`config.mk`:
```
export PLATFORM = sky130hd
export DESIGN_NAME = ibex_lsu_split
export DESIGN_NICKNAME = d
export VERILOG_FILES = /design/src/rtl/ibex_lsu_split.sv
export SDC_FILE = /design/constraint.sdc
export NUM_CORES = 1
export LEC_CHECK = 0
export ABC_AREA = 1
export BUFFER_PORTS_ARGS = -buffer_cell sky130_fd_sc_hd__buf_2
export CORE_MARGIN = 5
export CORE_UTILIZATION = 50
export DETAILED_ROUTE_END_ITERATION = 7
export PLACE_DENSITY = 0.76
export SLEW_MARGIN = 20
export SYNTH_ARGS = -nofsm -noshare
export SYNTH_HDL_FRONTEND = slang
export SYNTH_SLANG_ARGS = --single-unit
```
`constraint.sdc`:
```
create_clock -name clk_i -period 7.2 [get_ports clk_i]
set_input_delay 1.44 -clock clk_i [delete_from_list [all_inputs] [get_ports clk_i]]
set_output_delay 1.44 -clock clk_i [all_outputs]
set_load 0.02 [all_outputs]
```
`src/rtl/ibex_lsu_split.sv`:
```
// rtl/ibex_lsu_split.sv - load/store unit with misaligned split, realignment and extension
module ibex_lsu_split #(
    parameter bit ResetAll = 1'b0
) (
    input  logic        clk_i,
    input  logic        rst_ni,
    input  logic        lsu_req_i,
    input  logic        lsu_we_i,
    input  logic [1:0]  lsu_type_i,
    input  logic        lsu_sign_ext_i,
    input  logic [31:0] lsu_wdata_i,
    input  logic [31:0] adder_result_ex_i,
    output logic        lsu_req_done_o,
    output logic        data_req_o,
    input  logic        data_gnt_i,
    output logic [31:0] data_addr_o,
    output logic        data_we_o,
    output logic [3:0]  data_be_o,
    output logic [31:0] data_wdata_o,
    input  logic        data_rvalid_i,
    input  logic        data_err_i,
    input  logic [31:0] data_rdata_i,
    output logic [31:0] lsu_rdata_o,
    output logic        lsu_rdata_valid_o,
    output logic        lsu_resp_valid_o,
    output logic        lsu_resp_err_o,
    output logic        busy_o,
    output logic [31:0] addr_last_o
);

    typedef enum logic [2:0] {
        IDLE,
        WAIT_GNT_MIS,
        WAIT_RVALID_MIS,
        WAIT_GNT,
        WAIT_RVALID
    } state_e;

    state_e      state_q;
    logic        err_q;

    logic [1:0]  type_q, type_d;
    logic        sign_q, sign_d;
    logic        we_q, we_d;
    logic [1:0]  off_q, off_d;
    logic [31:0] addr_q, addr_d;
    logic [31:0] wdata_q, wdata_d;
    logic [31:0] rdata_q, rdata_d;
    logic [31:0] addr_last_q, addr_last_d;

    function automatic logic is_split(input logic [1:0] t, input logic [1:0] o);
        case (t)
            2'b00:   return o != 2'b00;
            2'b01:   return o == 2'b11;
            default: return 1'b0;
        endcase
    endfunction

    function automatic logic [3:0] be_first(input logic [1:0] t, input logic [1:0] o);
        logic [3:0] b;
        case (t)
            2'b00:   b = 4'b1111 << o;
            2'b01:   b = 4'b0011 << o;
            default: b = 4'b0001 << o;
        endcase
        return b;
    endfunction

    function automatic logic [3:0] be_second(input logic [1:0] t, input logic [1:0] o);
        logic [3:0] b;
        b = 4'b0000;
        if (t == 2'b00) begin
            case (o)
                2'b01:   b = 4'b0001;
                2'b10:   b = 4'b0011;
                2'b11:   b = 4'b0111;
                default: b = 4'b0000;
            endcase
        end else if (t == 2'b01) begin
            b = 4'b0001;
        end
        return b;
    endfunction

    logic [1:0]  off_in;
    logic [5:0]  wsh;
    logic [31:0] wdata_rot;
    logic        split_in;
    logic        split_q;

    assign off_in    = adder_result_ex_i[1:0];
    assign wsh       = {1'b0, off_in, 3'b000};
    assign wdata_rot = (lsu_wdata_i << wsh) | (lsu_wdata_i >> (6'd32 - wsh));
    assign split_in  = is_split(lsu_type_i, off_in);
    assign split_q   = is_split(type_q, off_q);

    // Bus side: IDLE presents the incoming request directly, later states replay captured values.
    always_comb begin
        data_req_o       = 1'b0;
        data_addr_o      = addr_q;
        data_be_o        = 4'b0000;
        data_we_o        = 1'b0;
        data_wdata_o     = wdata_q;
        lsu_req_done_o   = 1'b0;
        lsu_resp_valid_o = 1'b0;
        case (state_q)
            IDLE: begin
                data_req_o = lsu_req_i;
                if (lsu_req_i) begin
                    data_addr_o    = {adder_result_ex_i[31:2], 2'b00};
                    data_be_o      = be_first(lsu_type_i, off_in);
                    data_we_o      = lsu_we_i;
                    data_wdata_o   = wdata_rot;
                    lsu_req_done_o = data_gnt_i & ~split_in;
                end
            end
            WAIT_GNT_MIS: begin
                data_req_o = 1'b1;
                data_be_o  = be_first(type_q, off_q);
                data_we_o  = we_q;
            end
            WAIT_GNT: begin
                data_req_o     = 1'b1;
                data_be_o      = split_q ? be_second(type_q, off_q) : be_first(type_q, off_q);
                data_we_o      = we_q;
                lsu_req_done_o = data_gnt_i;
            end
            WAIT_RVALID: begin
                lsu_resp_valid_o = data_rvalid_i;
            end
            default: ;
        endcase
    end

    logic [5:0]  rsh;
    logic [31:0] rd_hi, rd_lo, rd_word, rd_ext;

    assign rsh     = {1'b0, off_q, 3'b000};
    assign rd_hi   = split_q ? data_rdata_i : 32'h0;
    assign rd_lo   = split_q ? rdata_q : data_rdata_i;
    assign rd_word = (rd_lo >> rsh) | (rd_hi << (6'd32 - rsh));

    always_comb begin
        case (type_q)
            2'b00:   rd_ext = rd_word;
            2'b01:   rd_ext = {{16{sign_q & rd_word[15]}}, rd_word[15:0]};
            default: rd_ext = {{24{sign_q & rd_word[7]}}, rd_word[7:0]};
        endcase
    end

    assign lsu_rdata_o       = lsu_resp_valid_o ? rd_ext : 32'h0;
    assign lsu_resp_err_o    = lsu_resp_valid_o & (err_q | data_err_i);
    assign lsu_rdata_valid_o = lsu_resp_valid_o & ~we_q & ~lsu_resp_err_o;
    assign busy_o            = state_q != IDLE;
    assign addr_last_o       = addr_last_q;

    always_ff @(posedge clk_i or negedge rst_ni) begin
        if (!rst_ni) begin
            state_q <= IDLE;
            err_q   <= 1'b0;
        end else begin
            case (state_q)
                IDLE: begin
                    if (lsu_req_i) begin
                        err_q <= 1'b0;
                        if (data_gnt_i) state_q <= split_in ? WAIT_RVALID_MIS : WAIT_RVALID;
                        else            state_q <= split_in ? WAIT_GNT_MIS : WAIT_GNT;
                    end
                end
                WAIT_GNT_MIS: if (data_gnt_i) state_q <= WAIT_RVALID_MIS;
                WAIT_RVALID_MIS: begin
                    if (data_rvalid_i) begin
                        err_q   <= data_err_i;
                        state_q <= WAIT_GNT;
                    end
                end
                WAIT_GNT: if (data_gnt_i) state_q <= WAIT_RVALID;
                WAIT_RVALID: begin
                    if (data_rvalid_i) begin
                        err_q   <= 1'b0;
                        state_q <= IDLE;
                    end
                end
                default: state_q <= IDLE;
            endcase
        end
    end

    always_comb begin
        type_d      = type_q;
        sign_d      = sign_q;
        we_d        = we_q;
        off_d       = off_q;
        addr_d      = addr_q;
        wdata_d     = wdata_q;
        rdata_d     = rdata_q;
        addr_last_d = addr_last_q;
        if (state_q == IDLE && lsu_req_i) begin
            type_d  = lsu_type_i;
            sign_d  = lsu_sign_ext_i;
            we_d    = lsu_we_i;
            off_d   = off_in;
            addr_d  = {adder_result_ex_i[31:2], 2'b00};
            wdata_d = wdata_rot;
        end
        if (state_q == WAIT_RVALID_MIS && data_rvalid_i) begin
            rdata_d = data_rdata_i;
            addr_d  = addr_q + 32'd4;
        end
        // The second part reports its aligned address; every first part reports the true byte address.
        if (data_req_o && data_gnt_i) begin
            case (state_q)
                IDLE:     addr_last_d = adder_result_ex_i;
                WAIT_GNT: addr_last_d = split_q ? addr_q : {addr_q[31:2], off_q};
                default:  addr_last_d = {addr_q[31:2], off_q};
            endcase
        end
    end

    generate
        if (ResetAll) begin : g_dp_rst
            always_ff @(posedge clk_i or negedge rst_ni) begin
                if (!rst_ni) begin
                    type_q      <= 2'b00;
                    sign_q      <= 1'b0;
                    we_q        <= 1'b0;
                    off_q       <= 2'b00;
                    addr_q      <= 32'h0;
                    wdata_q     <= 32'h0;
                    rdata_q     <= 32'h0;
                    addr_last_q <= 32'h0;
                end else begin
                    type_q      <= type_d;
                    sign_q      <= sign_d;
                    we_q        <= we_d;
                    off_q       <= off_d;
                    addr_q      <= addr_d;
                    wdata_q     <= wdata_d;
                    rdata_q     <= rdata_d;
                    addr_last_q <= addr_last_d;
                end
            end
        end else begin : g_dp_nrst
            always_ff @(posedge clk_i) begin
                type_q      <= type_d;
                sign_q      <= sign_d;
                we_q        <= we_d;
                off_q       <= off_d;
                addr_q      <= addr_d;
                wdata_q     <= wdata_d;
                rdata_q     <= rdata_d;
                addr_last_q <= addr_last_d;
            end
        end
    endgenerate

endmodule

```
# [Word level (Yosys, flattened, before mapping)]
# Cells that the tools add are included.
[classes] addsub=3 multipliers=0 div=0 n_lt_le_gt_ge=0 eq_ne=15 shift=10 muxes=41 n_bitwise=12 reduce_logical=14
[ops] cell="two-way mux 32 bit" n=9
[ops] cell="one-hot mux 32 bit (2 select lines)" n=2
[ops] cell="bitwise OR 32 bit" n=2
[ops] cell="adder 32 x 3 -> 32 bit, second input constant" n=1
[ops] cell="<< shifter 32 x 5 -> 32 bit" n=1
[ops] cell="<< shifter 32 x 6 -> 32 bit" n=1
[ops] cell=">> shifter 32 x 5 -> 32 bit" n=1
[ops] cell=">> shifter 32 x 6 -> 32 bit" n=1
[ops] cell="two-way mux 3 bit" n=7
[ops] cell="one-hot mux 4 bit (2 select lines)" n=2
[ops] cell="one-hot mux 3 bit (5 select lines)" n=1
[ops] cell="two-way mux 4 bit" n=3
[ops] cell="one-hot mux 4 bit (3 select lines)" n=1
[ops] cell="subtractor 6 x 5 -> 6 bit, first input constant" n=2
[ops] cell="!= test 2 bit, second input constant" n=5
[ops] cell="one-hot mux 1 bit (2 select lines)" n=5
[ops] cell="one-hot mux 3 bit (3 select lines)" n=1
[ops] cell="<< shifter 1 x 2 -> 4 bit, first input constant" n=2
[ops] cell="<< shifter 2 x 2 -> 4 bit, first input constant" n=2
[ops] cell="<< shifter 4 x 2 -> 4 bit, first input constant" n=2
[ops] cell="two-way mux 1 bit" n=7
[ops] cell="AND 1 bit" n=6
[ops] cell="equality test 2 x 1 -> 1 bit, second input constant" n=3
[ops] cell="equality test 2 bit, second input constant" n=3
[ops] cell="other kinds (15)" n=25
[word_totals] register_bits=138 latchBits=0 ramBits=0 rom_bits=0 input_bits=106 output_inout_bits=139 wordCells=105 n_memories=0

# [Depth between registers and ports, before layout]
[logic_depth] depth_word=8 depth_mapped=18 mapped_depth_nobuf=13

# [Worst setup path after synthesis]
# No wires, ideal clock.
[synth_timing] path_type="input port to output port" start="input port adder_result_ex_i[0]" end="output port data_wdata_o[6]" t_arrival_ns=3.356 t_required_ns=5.760 setup_slack_ns=2.404 stages=10 path_cell_list="buf_2 clkinv_1 clkbuf_1 ha_1 nor2_1 clkbuf_1 a31oi_1 o21ai_0 nand2_1 nand2_1"
[synth_between] elab_chain_cells=5 elab_cells_between_ends=6 cone_classes="1 x add/sub; 2 x shift; 2 x mux; 1 x bitwise"
[synth_rtl] element="start, declared" line_no="12" source="input logic [31:0] adder_result_ex_i,"
[synth_rtl] element="subtractor 6 x 5 -> 6 bit" line_no="93" source="assign wdata_rot = (lsu_wdata_i << wsh) | (lsu_wdata_i >> (6'd32 - wsh));"
[synth_rtl] element=">> shifter 32 x 6 -> 32 bit" line_no="93"
[synth_rtl] element="bitwise OR 32 bit (*)" line_no="93"
[synth_rtl] element="via wdata_rot[6]" line_no="87" source="logic [31:0] wdata_rot;"
[synth_rtl] element="two-way mux 32 bit (*)" line_no="109" source="if (lsu_req_i) begin"
[synth_rtl] element="two-way mux 32 bit (*)" line_no="106" source="case (state_q)"
[synth_rtl] element="end, declared" line_no="19" source="output logic [31:0] data_wdata_o,"
# The timed path passes the listed nets; every way through them passes the cells marked *.

# [Worst setup path after layout]
[layout_timing] start="input port adder_result_ex_i[0]" end="output port data_wdata_o[2]"
# Same word-level chain as after synthesis.

==> results.cfg <==
[status]
status = finished clean

[clock_tree]
cts_setup_buffers = 0
numClockSinks = 136
cts-resized-gates = 0
root_buffer = clkbuf_16
holdBufCountCts = 0
htreeDepth = 4
cts_inserted_buffers = 17
cts_max_path_buffers = 2
tritoncts = built
clk_latency_ns = 0.43
cts.reportedPaths.clkPinSlew_ns = 0.06

[detailed_routing]
wl_per_cell_um = 17.5
drc = 0
wl_mm = 31.9
first_pass_iters = 6
antenna_left = 0
post_drt_via_cell_ratio = 5.63
vias = 10300
drt-initial-drc-count = 805

[sta]
finalSetupTns_ns = 0
worstMarginPinSlew_ns = 1.06
setup_viol = 0
fin_crit_ns = 5.98
slew_violations = 0
whs_ns = 0.492
period_share_pct = 83.0
fmax_mhz = 167
skew_ns = 0.0157
hold_viol_final = 0
grt_setup_unrepaired = no
relSlewSlack_pct = 29.0

[job]
maxCapViolations = 0

[global_route]
grt_start_max_net_pins = 79
antenna_found_initial = 3
grt-ovfl-total = 0
grtUsageTotal_pct = 27.9
grt_pass1_vias = 9516
grt_pass1_wl_mm = 49.7

[cells_and_area]
multi_input_area_mm2 = 0.00479
ff_latch_area_mm2 = 0.00406
area_growth_pct = 19.1
final.fill_count = 1817
fin_nets = 1660
final_util_pct = 60.1
drive_above_1_share_pct = 19.6

[yosys]
yosys-top-cells-count = nand2_1, o21ai_0, edfxtp_1
yosysWarnings = 0
synth_top_area_share_pct = 40.7
synth.most_common_cell = nand2_1
async_flop_share_pct = 2.94
synth_cell_types = 46
synth.ff_latch_count = 136
synth-main-ff-cell = edfxtp_1
synth_top_area_cell = edfxtp_1
synth-edff-count = 132
ys_seq_area_share_pct = 41.7
synth_area_mm2 = 0.00975
yosys-top-cells-area = edfxtp_1, nand2_1, o21ai_0
syn_avg_cell_area_um2 = 7.18
netlist_instances = 1358

[power_and_ir_drop]
vdd.ir_drop.worst_mv = 0.194
power.leakage_nw = 5.38
powerDensity_mw_per_mm2 = 365

[floorplan]
start_util_pct = 50.4
io-pin-count = 245
num_rows = 51
die_x_um = 150
die_h_um = 150
die_area_mm2 = 0.0224
core_area_mm2 = 0.0193

[worst_setup_path]
cp_max_fo = 45
cp.required_ns = 5.76
timing.rr.start = off_q[1]
critPathLaunchType = input pin
crit_arrival_ns = 4.54
end_kind = primary output
crit_path_start = adder_result_ex_i[0]
path_class = in -> out

[min_path]
worstHoldStart = err_q
hp-class = reg -> reg

[place]
gp_congestion = 1.02
dp_hpwl_mm = 22.8
port_buffers = 242
[flip-flops by register name, summed over array words and instances (netlist names)]
name         flops
rdata_q         32
state_q          3
err_q            1
type_q           2
addr_last_o     32
we_q             1
addr_q          30
off_q            2
wdata_q         32
sign_q           1
[layout by cell type (no fill, tap or decap), types with 11 or more instances in the layout]
| cell | instances |
|---|---|
| a21oi_1 | 50 |
| a31oi_1 | 11 |
| buf_2 | 242 |
| buf_4 | 12 |
| clkbuf_16 | 17 |
| edfxtp_1 | 132 |
| inv_1 | 120 |
| nand2_1 | 453 |
| nand3_1 | 112 |
| nand4_1 | 28 |
| nor2_1 | 75 |
| nor3_1 | 14 |
| o211ai_1 | 15 |
| o21ai_0 | 147 |
| o21ai_1 | 18 |
[power breakdown]
part	switching, mW	internal [mW]	total (mW)	leakage [nW]
sequential	0.172	1.21	1.38	1.28
combinational	1.38	0.575	1.96	3.81
clock	0.376	0.519	0.895	0.281
[critical path, cell delays in order]
cell,delay [ns]
buf_2,0.58
clkinv_1,0.16
buf_4,0.27
ha_1,0.33
nor2_1,0.05
buf_4,0.22
nor2_1,0.83
o21ai_0,0.30
nand2_1,0.11
nand2_1,0.08
buf_2,0.16
[cell families after synthesis]
group | after synthesis | synth area share (%)
AO/OA/AOI/OAI | 277 | 15.9
XOR/XNOR | 18 | 1.62
adder cells (fa/ha/maj) | 8 | 1.03
buffers and inverters | 215 | 9.50
flip-flops | 136 | 41.7
multiplexers | 1 | 0.115
other | 1 | 0.0385
AND/OR/NAND/NOR | 702 | 30.1
[layer usage]
| metal | vias up | wire [µm] | track usage (%) | share of wire [%] |
|---|---|---|---|---|
| met5 | - | 34 | 0 | 0.11 |
| met4 | 4 | 929 | 9.06 | 2.9 |
| met2 | 538 | 14800 | 44.1 | 47 |
| met3 | 68 | 3140 | 6.39 | 9.8 |
| met1 | 4715 | 13000 | 38.2 | 41 |
| li1 | 4960 | - | - | - |
[through the flow]
| step | power [mW] | setup WS (ns) | cells | area, µm² |
|---|---|---|---|---|
| after floorplan | 2.71 | 2.40 | 1359 | 9750 |
| after global placement | 3.30 | 1.27 | 1790 | 11000 |
| after detailed placement | 3.33 | 1.24 | 1790 | 11000 |
| after CTS | 4.23 | 1.21 | 1822 | 11600 |
| after global routing | 4.52 | 0.947 | 1825 | 11600 |
| final | 4.24 | 1.22 | 1827 | 11600 |
[final timing paths]
| kind | endpoint | slack, ns | cells after the start |
|---|---|---|---|
| max in group asynchronous | err_q | 6.25 | 1 |
| hold reg to reg | err_q | 0.49 | 2 |
| setup reg to reg | addr_last_o[0] | 3.87 | 8 |
| setup / recovery | data_wdata_o[2] | 1.22 | 11 |
| min in group asynchronous | state_q[1] | 0.82 | 1 |
| hold / removal | err_q | 0.49 | 2 |
[layout make-up]
class / instances / share of cell area, %
Inverter: 127 / 4.10
Multi-Input combinational cell: 1008 / 41.2
Antenna cell: 3 / 0.0646
Clock inverter: 14 / 1.38
Timing Repair Buffer: 256 / 11.7
Tap cell: 265 / 2.85
Sequential cell: 136 / 35.0
Clock buffer: 18 / 3.69
Note: power is estimated with default switching activity, not from simulation.
